==> config.mk <==
export PLATFORM = sky130hd
export DESIGN_NAME = pc_fetch_unit
export DESIGN_NICKNAME = d
export VERILOG_FILES = /design/src/rtl/pc_fetch_unit.sv
export SDC_FILE = /design/constraint.sdc
export NUM_CORES = 1
export LEC_CHECK = 0
export CORE_UTILIZATION = 32
export DETAILED_ROUTE_END_ITERATION = 12
export SYNTH_ARGS = -nofsm -noshare
export SYNTH_HDL_FRONTEND = slang
export SYNTH_SLANG_ARGS = --single-unit
==> constraint.sdc <==
create_clock -name clk -period 3.9 [get_ports clk]
set_input_delay 0.78 -clock clk [delete_from_list [all_inputs] [get_ports clk]]
set_output_delay 0.78 -clock clk [all_outputs]
set_load 0.02 [all_outputs]
==> src/rtl/pc_fetch_unit.sv <==
// rtl/pc_fetch_unit.sv - fetch-stage PC with stall, execute-stage redirect and halt FSM
// Optional direct-mapped BTB enabled by defining PC_FETCH_BTB_EN.
module pc_fetch_unit #(
  parameter int ADDR_W      = 16,
  parameter int INSTR_BYTES = 2,
  parameter int RESET_PC    = 0,
  parameter int BTB_DEPTH   = 8
) (
  input  logic              clk,
  input  logic              rst,
  input  logic              stall,
  input  logic              hlt_dec,
  input  logic              hlt_commit,
  input  logic              br_valid,
  input  logic [1:0]        br_kind,
  input  logic              cond_true,
  input  logic [ADDR_W-1:0] br_imm,
  input  logic [ADDR_W-1:0] br_reg,
  input  logic [ADDR_W-1:0] br_pc,
  input  logic              br_pred_taken,
  input  logic [ADDR_W-1:0] br_pred_target,
  output logic [ADDR_W-1:0] pc,
  output logic              pred_taken,
  output logic [ADDR_W-1:0] pred_target,
  output logic              redirect,
  output logic              halted
);

  typedef enum logic [1:0] {RUN, HALT_PEND, HALTED} state_t;

  localparam logic [ADDR_W-1:0] INC = ADDR_W'(INSTR_BYTES);

  if ((BTB_DEPTH < 1) || ((BTB_DEPTH & (BTB_DEPTH - 1)) != 0)) begin : g_bad_depth
    $error("BTB_DEPTH must be a power of two");
  end

  state_t            state_q, state_d;
  logic [ADDR_W-1:0] pc_q, pc_d;
  logic              redirect_q, redirect_d;

  logic              taken, mispredict, mispredict_eff;
  logic [ADDR_W-1:0] target, fallthrough;

  always_comb begin
    taken          = br_valid & (br_kind != 2'b00) & cond_true;
    target         = br_kind[1] ? br_reg : (br_pc + INC + br_imm * INC);
    mispredict     = br_valid & ((taken != br_pred_taken) | (taken & (br_pred_target != target)));
    // A halted core must not be restarted by a stray wrong-path branch.
    mispredict_eff = mispredict & (state_q != HALTED);
    fallthrough    = taken ? target : (br_pc + INC);
  end

  always_comb begin
    state_d    = state_q;
    pc_d       = pc_q;
    redirect_d = mispredict_eff;
    case (state_q)
      RUN: begin
        if (mispredict_eff) begin
          pc_d = fallthrough;
        end else if (hlt_dec & ~stall) begin
          state_d = HALT_PEND;
        end else if (stall) begin
          pc_d = pc_q;
        end else if (pred_taken) begin
          pc_d = pred_target;
        end else begin
          pc_d = pc_q + INC;
        end
      end
      HALT_PEND: begin
        if (mispredict_eff) begin
          pc_d    = fallthrough;
          state_d = RUN;
        end else if (hlt_commit) begin
          state_d = HALTED;
        end
      end
      default: state_d = HALTED;
    endcase
  end

  always_ff @(posedge clk) begin
    if (rst) begin
      state_q    <= RUN;
      pc_q       <= ADDR_W'(RESET_PC);
      redirect_q <= 1'b0;
    end else begin
      state_q    <= state_d;
      pc_q       <= pc_d;
      redirect_q <= redirect_d;
    end
  end

  assign pc       = pc_q;
  assign redirect = redirect_q;
  assign halted   = (state_q == HALTED);

`ifdef PC_FETCH_BTB_EN
  localparam int OFF_W = $clog2(INSTR_BYTES);
  localparam int IDX_W = (BTB_DEPTH > 1) ? $clog2(BTB_DEPTH) : 1;
  localparam int TAG_W = ADDR_W - OFF_W - IDX_W;

  logic              btb_v_q   [BTB_DEPTH];
  logic [TAG_W-1:0]  btb_tag_q [BTB_DEPTH];
  logic [ADDR_W-1:0] btb_tgt_q [BTB_DEPTH];
  logic [1:0]        btb_ctr_q [BTB_DEPTH];

  logic [IDX_W-1:0] l_idx, u_idx;
  logic [TAG_W-1:0] l_tag, u_tag;
  logic             l_hit, u_hit, u_en;

  always_comb begin
    l_idx       = pc_q[OFF_W +: IDX_W];
    l_tag       = pc_q[ADDR_W-1 -: TAG_W];
    l_hit       = btb_v_q[l_idx] & (btb_tag_q[l_idx] == l_tag);
    pred_taken  = l_hit & btb_ctr_q[l_idx][1];
    pred_target = l_hit ? btb_tgt_q[l_idx] : '0;
    u_idx       = br_pc[OFF_W +: IDX_W];
    u_tag       = br_pc[ADDR_W-1 -: TAG_W];
    u_hit       = btb_v_q[u_idx] & (btb_tag_q[u_idx] == u_tag);
    u_en        = br_valid & (br_kind != 2'b00);
  end

  // Lookup reads the registered arrays, so a same-index update is seen next cycle.
  always_ff @(posedge clk) begin
    if (rst) begin
      for (int i = 0; i < BTB_DEPTH; i++) btb_v_q[i] <= 1'b0;
    end else if (u_en) begin
      if (u_hit) begin
        if (taken) begin
          btb_tgt_q[u_idx] <= target;
          if (btb_ctr_q[u_idx] != 2'b11) btb_ctr_q[u_idx] <= btb_ctr_q[u_idx] + 2'b01;
        end else if (btb_ctr_q[u_idx] != 2'b00) begin
          btb_ctr_q[u_idx] <= btb_ctr_q[u_idx] - 2'b01;
        end
      end else if (taken) begin
        btb_v_q[u_idx]   <= 1'b1;
        btb_tag_q[u_idx] <= u_tag;
        btb_tgt_q[u_idx] <= target;
        btb_ctr_q[u_idx] <= 2'b10;
      end
    end
  end
`else
  assign pred_taken  = 1'b0;
  assign pred_target = '0;
`endif

endmodule
==> results of run 1 <==
## state kept, by name, summed over array words and instances (netlist names)
| name | cells |
|---|---|
| redirect | 1 |
| pc | 16 |
| state_q | 2 |
## through the flow
step / TNS, ns / cell area (sq um)
6_report: 0 / 5990
5_1_grt: -1.15 / 5990
4_1_cts: 0 / 5600
3_5_place_dp: -14.29 / 5130
3_3_place_gp: -13.63 / 5130
2_1_floorplan: 0 / 3420
## metal layers
metal | global-route usage [%] | up-vias
li1 | - | 2055
met1 | 28.3 | 1950
met2 | 38.4 | 135
met3 | 2.96 | 24
met4 | 7.04 | 0
met5 | 0 | -
## Yosys cell counts (6+ instances only)
library cell and instances:
nand3_1 18, nor3b_1 9, mux2i_1 20, clkbuf_1 9, ha_1 20, inv_1 8, xnor2_1 26, o2bb2ai_1 11
o211ai_1 8, a21oi_1 16, o21ai_0 24, buf_4 19, nor3_1 11, nor2_1 29, o31ai_1 11, xor2_1 12
nand2_1 42, nand4_1 11, nor2b_1 11, dfxtp_1 19, a211oi_1 6, a31oi_1 6, and3_1 10
## what timing repair did
item                                    CTS  global route
cloned                                    1             1
setup buffers                            22            12
endpoints found under the setup margin   19            19
hold buffers                              0             0
resized for setup                        76            72
pin swaps                                32            44
## area by class of cell
type | count | share of cell area (%)
tap | 133 | 2.78
clock buffer | 3 | 0.690
inverter | 8 | 0.501
multi-input combinational | 390 | 54.5
sequential | 19 | 6.35
timing repair buffer | 242 | 35.1
clock inverter | 1 | 0.0836
## logic make-up after synthesis
family | count (synthesis)
simple gates | 169
compound gates | 121
buf+inv | 45
xor+xnor | 38
mux | 24
other cells | 1
flops | 19
fa+ha+maj | 21
## cells in the final DEF (no fill, tap or decap), drive strengths merged, types with 4 or more instances in the layout
master         instances
o21ai                 25
o2bb2ai               11
xor2                  12
nor2b                 11
xnor2                 26
o21a                   5
and3                  12
nand4                 12
nor3b                  9
nor2                  30
inv                    8
a31oi                  6
a21oi                 18
a21o                   5
a311oi                 4
a211oi                 8
clkbuf                 4
nor3                  11
clkdlybuf4s50         78
o211ai                 8
conb                  17
nand2                 42
ha                    20
mux2                   4
buf                  160
nand3                 18
mux2i                 20
o31ai                 12
dfxtp                 19
## final timing paths
kind,slack (ns),startpoint,cells past startpoint,end
worst min register to register,0.50,pc[15]$_SDFFE_PP0P_,1,pc[15]$_SDFFE_PP0P_
worst max-delay path,0.003,br_pc[1],16,pc[13]$_SDFFE_PP0P_
worst min-delay path,0.50,pc[15]$_SDFFE_PP0P_,1,pc[15]$_SDFFE_PP0P_
worst max register to register,1.44,pc[1]$_SDFFE_PP0P_,10,pc[13]$_SDFFE_PP0P_
## critical path: stages
cell,delay (ns)
buf_4,0.11
buf_6,0.12
buf_4,0.12
nand4_1,0.13
xnor2_2,0.28
ha_4,0.26
a21oi_4,0.20
o21a_1,0.17
nor3_2,0.05
or4_4,0.54
a41o_1,0.26
o2111ai_4,0.15
nor2_4,0.09
a21oi_4,0.32
mux2_4,0.34
a211oi_2,0.16
## where the power goes
group	internal, mW	leakage [nW]	total [mW]	switching [mW]
clock network	0.0714	0.0255	0.144	0.0731
logic	0.455	2.33	0.847	0.392
registers	0.210	0.155	0.228	0.0176
==> impl_results.md, run 1 <==
* # nets final at 759
* Hold Fails Final Rpt at 0
* Post-synthesis simple-gate area fraction at 27.5%
* Rows at 36
* Seq. cell area at 380 sq um
* WP data arrival at 4.09 ns
* Final Power at 1.22 mW
* Ys flop type: dfxtp_1
* Async set-reset flop share out of synthesis at 0%
* Final Cycle Share at around 100%
* Area of the core at 0.00991 sq mm
* EDFF count, synth at 0
* Leakage power at 2.51 nW
* CP Data Required Time at 4.10 ns
* Vias at 4164
* Gr ovfl total at 0
* First-pass GRT wire length at approximately 20 mm
* Compound-Gate Fraction of Synth Area at 26.8%
* Final core utilization at 60.4%
* Layout cell share with drive strength beyond 1 at 38.8%
* WL/cell at 15.6 um
* Max Cap Violations at 0
* Crit Path Class: in2reg
* Synth Area in XOR/XNOR at 10.1%
* Slew Limit Fails at 0
* ANT nets after route at 0
* Root buf cell: clkbuf_8
* Clk Latency, worst-skew pair at 0.27 ns
* Drt pass-1 iters at 4
* Largest fanout on the critical path at 5
* Metal-1 WL at 5.42 mm
* Htree depth at 1
* Vias in the first global route at 4025
* FF+latch count, synth at 19
* Sequential element share of the synthesized area at 11.5%
* RSZ-0062 raised after global routing: yes
* Num CTS Buffers at 3
* Cells after synthesis at 438
* Crit. End Element: register
* Dpl ws at -0.846 ns
* Type of origin of the critical path: primary input
* Deepest clock path buffer count at 2
* Hold Path Class: reg2reg
* Post-Synth Adder-Cell Area at 8.18%
* Area delta synth->final at 81.2%
* Fmax at 0.257 GHz
* Clock Pin Slew Worst Setup and Hold Paths at 0.08 ns
* Met3 Routed Length at 636 um
* Synth cell types at between 70 and 80
* Worst hold margin at 0.498 ns
* DRT Wirelength at ~12 mm
* Warnings from Yosys at 0
* Fin cells at 796
* Detailed Route Iter0 Violations at 170
* Initial antenna violation count at 0
* Initial core utilization at 33.3%
* Post-Syn Area per Cell at 7.54 sq um
* Via/cell ratio at 5.23
* DRC at 0
* Final worst slack at between 0.002 and 0.003 ns
* Synthesized area at 0.00330 sq mm
* Final Wtd Congestion at 0.906
* Die height at 104 um
* # IOs at 109
* Finish-stage setup viols at 0
* Multiplexer share of the synthesized area at 7.54%
* Largest net degree at the start of global routing at 23
* Met2 Wirelength at 6.01 mm
* PD cells at 204 mW/mm^2
* DR top layer: met4
* Post-DP HPWL at 9.49 mm
* DIE WIDTH at just over 100 um
* Multi-input logic area at 0.00326 sq mm
* Peak supply drop at about 0.00015 V
* Tmin final at 3.90 ns
* Top cells by area, synth: dfxtp_1, ha_1, xnor2_1
* Gr usage total at 22.2%
* Worst-Margin Slew at 1.07 ns
* Clk_skew at around 0.007 ns
* CTS sink count at 19
* CTS tree: done
* Slew headroom at 28.0%
* N_diodes at 0
* Top-area cell type share of the netlist area at 11.5%
* Placed insts at ~760
* Status: complete, no violations
* Largest family of logic cells by synthesized area: simple AND/OR/NAND/NOR gates
* # fillers at 893
* PortBufs at 90
* Synth area leader: dfxtp_1
* Full die area at roughly 0.011 sq mm
Power figures use the tool's default switching activity.
==> run 2, diff against run 1 <==
--- a/config.mk
+++ b/config.mk
@@ -7,6 +7,7 @@
 export LEC_CHECK = 0
 export CORE_UTILIZATION = 32
 export DETAILED_ROUTE_END_ITERATION = 12
+export SKIP_LAST_GASP = 1
 export SYNTH_ARGS = -nofsm -noshare
 export SYNTH_HDL_FRONTEND = slang
 export SYNTH_SLANG_ARGS = --single-unit
==> impl_results.md, run 2 (synthesis results as in run 1) <==
* Status: complete, no violations (unchanged)
* Gr usage total at 22.2% (unchanged)
* # IOs at 109 (unchanged)
* Clk_skew at 0.00748 ns (was 0.00689 ns)
* DIE WIDTH at 104 um (unchanged)
* Post-route cell area at 0.00599 sq mm (unchanged)
* WL/cell at 15.6 um (about the same)
* Most frequent cells in the layout: buf_4, clkdlybuf4s50_1, nand2_1, nor2_1 (unchanged)
* Worst stage delay on the critical path at 0.54 ns (about the same)
* Clock Pin Slew Worst Setup and Hold Paths at 0.08 ns (about the same)
* Vias in the first global route at 4025 (unchanged)
* Rows at 36 (unchanged)
* Vias at 4166 (was 4164)
* DRC at 0 (unchanged)
* Largest net degree at the start of global routing at 23 (unchanged)
* CTS sink count at 19 (unchanged)
* Tmin final at 3.90 ns (about the same)
* ANT nets after route at 0 (unchanged)
* Deepest clock path buffer count at 2 (unchanged)
* Max reg flops at 16 (unchanged)
* PD cells at 204 mW/mm^2 (about the same)
* Htree depth at 1 (unchanged)
* Cell area after placement at 0.00513 sq mm (unchanged)
* # nets final at 759 (unchanged)
* Final worst slack at 0.00233 ns (was 0.00271 ns)
* Final Cycle Share at 99.9% (about the same)
* Peak supply drop at 0.000154 V (about the same)
* # hold bufs at CTS at 0 (unchanged)
* Layout cell share with drive strength beyond 1 at 38.8% (unchanged)
* PortBufs at 90 (unchanged)
* Drt pass-1 iters at 4 (unchanged)
* Worst-Margin Slew at 1.09 ns (was 1.07 ns)
* CTS tree: done (unchanged)
* Root buf cell: clkbuf_8 (unchanged)
* Die height at 104 um (unchanged)
* Full die area at 0.0107 sq mm (unchanged)
* Slew headroom at 26.8% (was 28.0%)
* Initial antenna violation count at 0 (unchanged)
* Crit Path Class: in2reg (unchanged)
* Max Cap Violations at 0 (unchanged)
* Final Power at 1.22 mW (about the same)
* Final Wtd Congestion at 0.906 (unchanged)
* First-pass GRT wire length at 19.5 mm (unchanged)
* Largest fanout on the critical path at 5 (unchanged)
* DRT Wirelength at 12.4 mm (about the same)
* Crit. End Element: register (unchanged)
* Finish-stage setup viols at 0 (unchanged)
* Worst path slowest cell: or4_4 (unchanged)
* CP Cell Sequence: buf_4, buf_6, buf_4, nand4_1, xnor2_2, ha_4, a21oi_4, o21a_1, nor3_2, or4_4, a41o_1, o2111ai_4, nor2_4, a21oi_4, mux2_4, a211oi_2 (unchanged)
* Num CTS Buffers at 3 (unchanged)
* Fmax at 0.257 GHz (about the same)
* Type of origin of the critical path: primary input (unchanged)
* Commonest non-fill, non-tap cell in the layout: buf_4 (unchanged)
* Clk Latency, worst-skew pair at 0.27 ns (about the same)
* Hold Fails Final Rpt at 0 (unchanged)
* N_diodes at 0 (unchanged)
* Detailed Route Iter0 Violations at 197 (was 170)
* Area delta synth->final at 81.2% (unchanged)
* RSZ-0062 raised after global routing: yes (unchanged)
* Leakage power at 2.51 nW (unchanged)
* Via/cell ratio at 5.23 (about the same)
* Initial core utilization at 33.3% (unchanged)
* Dpl ws at -0.846 ns (unchanged)
* Gr ovfl total at 0 (unchanged)
* Hold Path Class: reg2reg (unchanged)
* CP Data Required Time at 4.10 ns (about the same)
* Area of the core at 0.00991 sq mm (unchanged)
* Slew Limit Fails at 0 (unchanged)
* WP data arrival at 4.09 ns (about the same)
* Post-DP HPWL at 9.49 mm (unchanged)
-- run 2: cell counts in the layout (fill, tap and decap cells not counted) --
No cell type changed its count.
-- run 2: cell type report --
type | count | area (sq um)
Fill cell | 893 | 3920
Tap cell | 133 | 166
Clock inverter | 1 | 5.00
Inverter | 8 | 30.0
Timing Repair Buffer | 242 | 2100
Sequential cell | 19 | 380
Multi-Input combinational cell | 390 | 3260
Clock buffer | 3 | 41.3
-- run 2: worst paths after layout --
check                       from             endpoint  slack, ns  cells after the start
max                     br_pc[1]  pc[13]$_SDFFE_PP0P_      0.002                     16
min          pc[15]$_SDFFE_PP0P_  pc[15]$_SDFFE_PP0P_       0.50                      1
max reg2reg   pc[1]$_SDFFE_PP0P_  pc[13]$_SDFFE_PP0P_       1.44                     10
min reg2reg  pc[15]$_SDFFE_PP0P_  pc[15]$_SDFFE_PP0P_       0.50                      1
-- run 2: routing by layer --
layer	GRT usage, %	vias to the layer above	part of all wire [%]
li1	-	2058	-
met1	28.3	1961	44
met2	38.4	127	49
met3	2.96	20	5.0
met4	7.04	0	2.8
met5	0	-	0
-- run 2: metrics by stage --
stage / TNS [ns] / hold WS, ns / std cells / util (%)
after floorplan: 0 / 0.509 / 454 / -
after global placement: -13.63 / 0.482 / 757 / 51.8
after detailed placement: -14.29 / 0.488 / 757 / 51.8
after CTS: 0 / 0.501 / 784 / 56.5
after global routing: -1.15 / 0.523 / 796 / 60.4
final: 0 / 0.498 / 796 / 60.4
-- run 2: critical path, delay by kind of cell --
family	cells	cell delay, ns
compound gates	6	1.26
xor+xnor	1	0.28
fa+ha+maj	1	0.26
buf+inv	3	0.35
mux	1	0.34
simple gates	4	0.81
-- run 2: repair_timing --
action / 4_1_cts / 5_1_grt
pin swaps: 32 / 44
gates cloned: 1 / 1
buffers inserted: 22 / 12
hold endpoints to repair: 0 / 0
setup endpoints to repair: 19 / 19
gates resized for setup: 76 / 72
-- run 2: where the power goes --
part / switching [mW] / internal, mW
Sequential: 0.0176 / 0.210
Clock: 0.0731 / 0.0714
Combinational: 0.392 / 0.455
==> run 3, diff against run 2 <==
--- a/config.mk
+++ b/config.mk
@@ -5,8 +5,10 @@
 export SDC_FILE = /design/constraint.sdc
 export NUM_CORES = 1
 export LEC_CHECK = 0
-export CORE_UTILIZATION = 32
+export CAP_MARGIN = 25
+export CORE_UTILIZATION = 35
 export DETAILED_ROUTE_END_ITERATION = 12
+export PLACE_DENSITY = 0.66
 export SKIP_LAST_GASP = 1
 export SYNTH_ARGS = -nofsm -noshare
 export SYNTH_HDL_FRONTEND = slang
==> impl_results.md, run 3 (synthesis results as in run 1) <==
* Area delta synth->final at 82.8% (was 81.2%)
* Fmax at 0.247 GHz (was 0.257 GHz)
* Reg2Reg Setup Slack at 1.15 ns (was 1.44 ns)
* Final Cycle Share at 104% (was 99.9%)
* Crit Path Class: in2reg (unchanged)
* Drt pass-1 iters at 5 (was 4)
* Area of the core at 0.00920 sq mm (was 0.00991 sq mm)
* Final Wtd Congestion at 0.972 (was 0.906)
* WL/cell at 17.9 um (was 15.6 um)
* First-pass GRT wire length at 21.2 mm (was 19.5 mm)
* CP Data Required Time at 4.09 ns (was 4.10 ns)
* Deepest clock path buffer count at 2 (unchanged)
* Htree depth at 1 (unchanged)
* N_diodes at 0 (unchanged)
* Layout cell share with drive strength beyond 1 at 39.5% (was 38.8%)
* CTS tree: done (unchanged)
* # IOs at 109 (unchanged)
* RSZ-0062 raised after global routing: yes (unchanged)
* Worst Path Buf+Inv at 3 (unchanged)
* DR top layer: met4 (unchanged)
* Commonest non-fill, non-tap cell in the layout: buf_4 (unchanged)
* DRC at 0 (unchanged)
* Tmin final at 4.05 ns (was 3.90 ns)
* Largest net degree at the start of global routing at 41 (was 23)
* Gr usage total at 26.5% (was 22.2%)
* Vias in the first global route at 4397 (was 4025)
* CTS sink count at 19 (unchanged)
* Met3 Routed Length at 750 um (was 618 um)
* Final Power at 1.27 mW (was 1.22 mW)
* Crit. End Element: register (unchanged)
* Crit path top cell by count: buf_4
* Worst-Margin Slew at 0.940 ns (was 1.09 ns)
* Via/cell ratio at 5.66 (was 5.23)
* Detailed Route Iter0 Violations at 300 (was 197)
* # nets final at 749 (was 759)
* Final worst slack at -0.152 ns (was 0.00233 ns)
* Rows at 35 (was 36)
* Finish-stage setup viols at 15 (was 0)
* Num CTS Buffers at 3 (unchanged)
* Slew Limit Fails at 0 (unchanged)
* Hold Fails Final Rpt at 0 (unchanged)
* Full die area at 0.00983 sq mm (was 0.0107 sq mm)
* Cell area after placement at 0.00490 sq mm (was 0.00513 sq mm)
* ANT nets after route at 0 (unchanged)
* Worst path slowest cell: or4_4 (unchanged)
* Max Cap Violations at 0 (unchanged)
* Multi-input logic area at 0.00341 sq mm (was 0.00326 sq mm)
* Metal-1 WL at 5.56 mm (was 5.42 mm)
* Initial antenna violation count at 0 (unchanged)
* Top delay family on crit path: simple AND/OR/NAND/NOR gates (was compound AO/OA/AOI/OAI gates)
* Root buf cell: clkbuf_8 (unchanged)
* Clock Pin Slew Worst Setup and Hold Paths at 0.08 ns (about the same)
* DRT Wirelength at 13.7 mm (was 12.4 mm)
* # fillers at 731 (was 893)
* Die height at 99.2 um (was 104 um)
* Type of origin of the critical path: primary input (unchanged)
* Hold Path Class: reg2reg (unchanged)
* Clk_skew at 0.00820 ns (was 0.00748 ns)
* Slew headroom at 37.1% (was 26.8%)
* Most frequent cells in the layout: buf_4, clkdlybuf4s50_1, nand2_1, nor2_1, o21ai_0 (was buf_4, clkdlybuf4s50_1, nand2_1, nor2_1)
* Largest fanout on the critical path at 6 (was 5)
* Clk Latency, worst-skew pair at 0.27 ns (about the same)
* Failing checks: negative setup slack
* Leakage power at 2.49 nW (was 2.51 nW)
* CP Cell Sequence: buf_4, buf_6, nand2_4, nor2_2, xnor2_1, ha_1, o211ai_1, o21a_2, nor4_2, or4_4, o41ai_2, o2111ai_4, nor3_1, a21oi_4, buf_4, o31a_1, o22ai_1 (was buf_4, buf_6, buf_4, nand4_1, xnor2_2, ha_4, a21oi_4, o21a_1, nor3_2, or4_4, a41o_1, o2111ai_4, nor2_4, a21oi_4, mux2_4, a211oi_2)
* Seq. cell area at 380 sq um (unchanged)
* Met2 Wirelength at 6.90 mm (was 6.06 mm)
* PortBufs at 90 (unchanged)
* PD cells at 210 mW/mm^2 (was 204 mW/mm^2)
* Post-DP HPWL at 9.39 mm (was 9.49 mm)
* Gr ovfl total at 0 (unchanged)
* # hold bufs at CTS at 0 (unchanged)
* Vias at 4325 (was 4166)
* Post-route cell area at 0.00604 sq mm (was 0.00599 sq mm)
* WP data arrival at 4.24 ns (was 4.09 ns)
* Peak supply drop at 0.000106 V (was 0.000154 V)
* Worst stage delay on the critical path at 0.58 ns (was 0.54 ns)
* Status: finished, violations left (was complete, no violations)
* DIE WIDTH at 99.2 um (was 104 um)
* Max reg flops at 16 (unchanged)
* Initial core utilization at 35.9% (was 33.3%)
## run 3: worst paths after layout
check                                         start             endpoint  depth (start not counted)
worst max-delay path                       br_pc[1]   pc[6]$_SDFFE_PP0P_                         17
worst min-delay path            pc[15]$_SDFFE_PP0P_  pc[15]$_SDFFE_PP0P_                          1
worst max register to register   pc[1]$_SDFFE_PP0P_  pc[13]$_SDFFE_PP0P_                         10
worst min register to register  pc[15]$_SDFFE_PP0P_  pc[15]$_SDFFE_PP0P_                          1
## run 3: report_power, final
| part | leakage (nW) | internal, mW | total, mW | switching [mW] |
|---|---|---|---|---|
| clock | 0.0255 | 0.0713 | 0.146 | 0.0749 |
| sequential | 0.155 | 0.210 | 0.231 | 0.0203 |
| combinational | 2.31 | 0.464 | 0.890 | 0.426 |
| total | 2.49 | 0.745 | 1.27 | 0.521 |
## run 3: cell type report
| cell class | count | share of cell area, % |
|---|---|---|
| multi-input cells | 390 | 56.4 |
| repair buffers | 232 | 33.8 |
| flip-flops and latches | 19 | 6.30 |
| well taps | 111 | 2.30 |
| clock buffers | 3 | 0.683 |
| inverters | 8 | 0.497 |
| clock inverters | 1 | 0.0828 |
## run 3: per-stage QoR
stage / setup TNS (ns) / worst slack [ns] / std cells / hold slack [ns] / util (%)
after floorplan: 0 / 0.0193 / 454 / 0.509 / -
after global routing: -2.86 / -0.225 / 764 / 0.517 / 65.7
after detailed placement: -18.15 / -1.03 / 708 / 0.487 / 53.3
final: -1.55 / -0.152 / 764 / 0.498 / 65.7
after CTS: -0.104 / -0.0260 / 758 / 0.496 / 62.0
after global placement: -16.58 / -0.977 / 708 / 0.481 / 53.3
## run 3: per-layer routing
| metal | up-vias | track usage (%) |
|---|---|---|
| met4 | 0 | 10.3 |
| met3 | 43 | 4.08 |
| met5 | - | 0 |
| li1 | 2038 | - |
| met2 | 184 | 47.9 |
| met1 | 2060 | 31.6 |
## run 3: timing repair
item                                    CTS  global route
buffers inserted                         43             7
gates cloned                              3             0
endpoints found under the setup margin   19            17
resized for setup                       123            52
pin swaps                                51            42
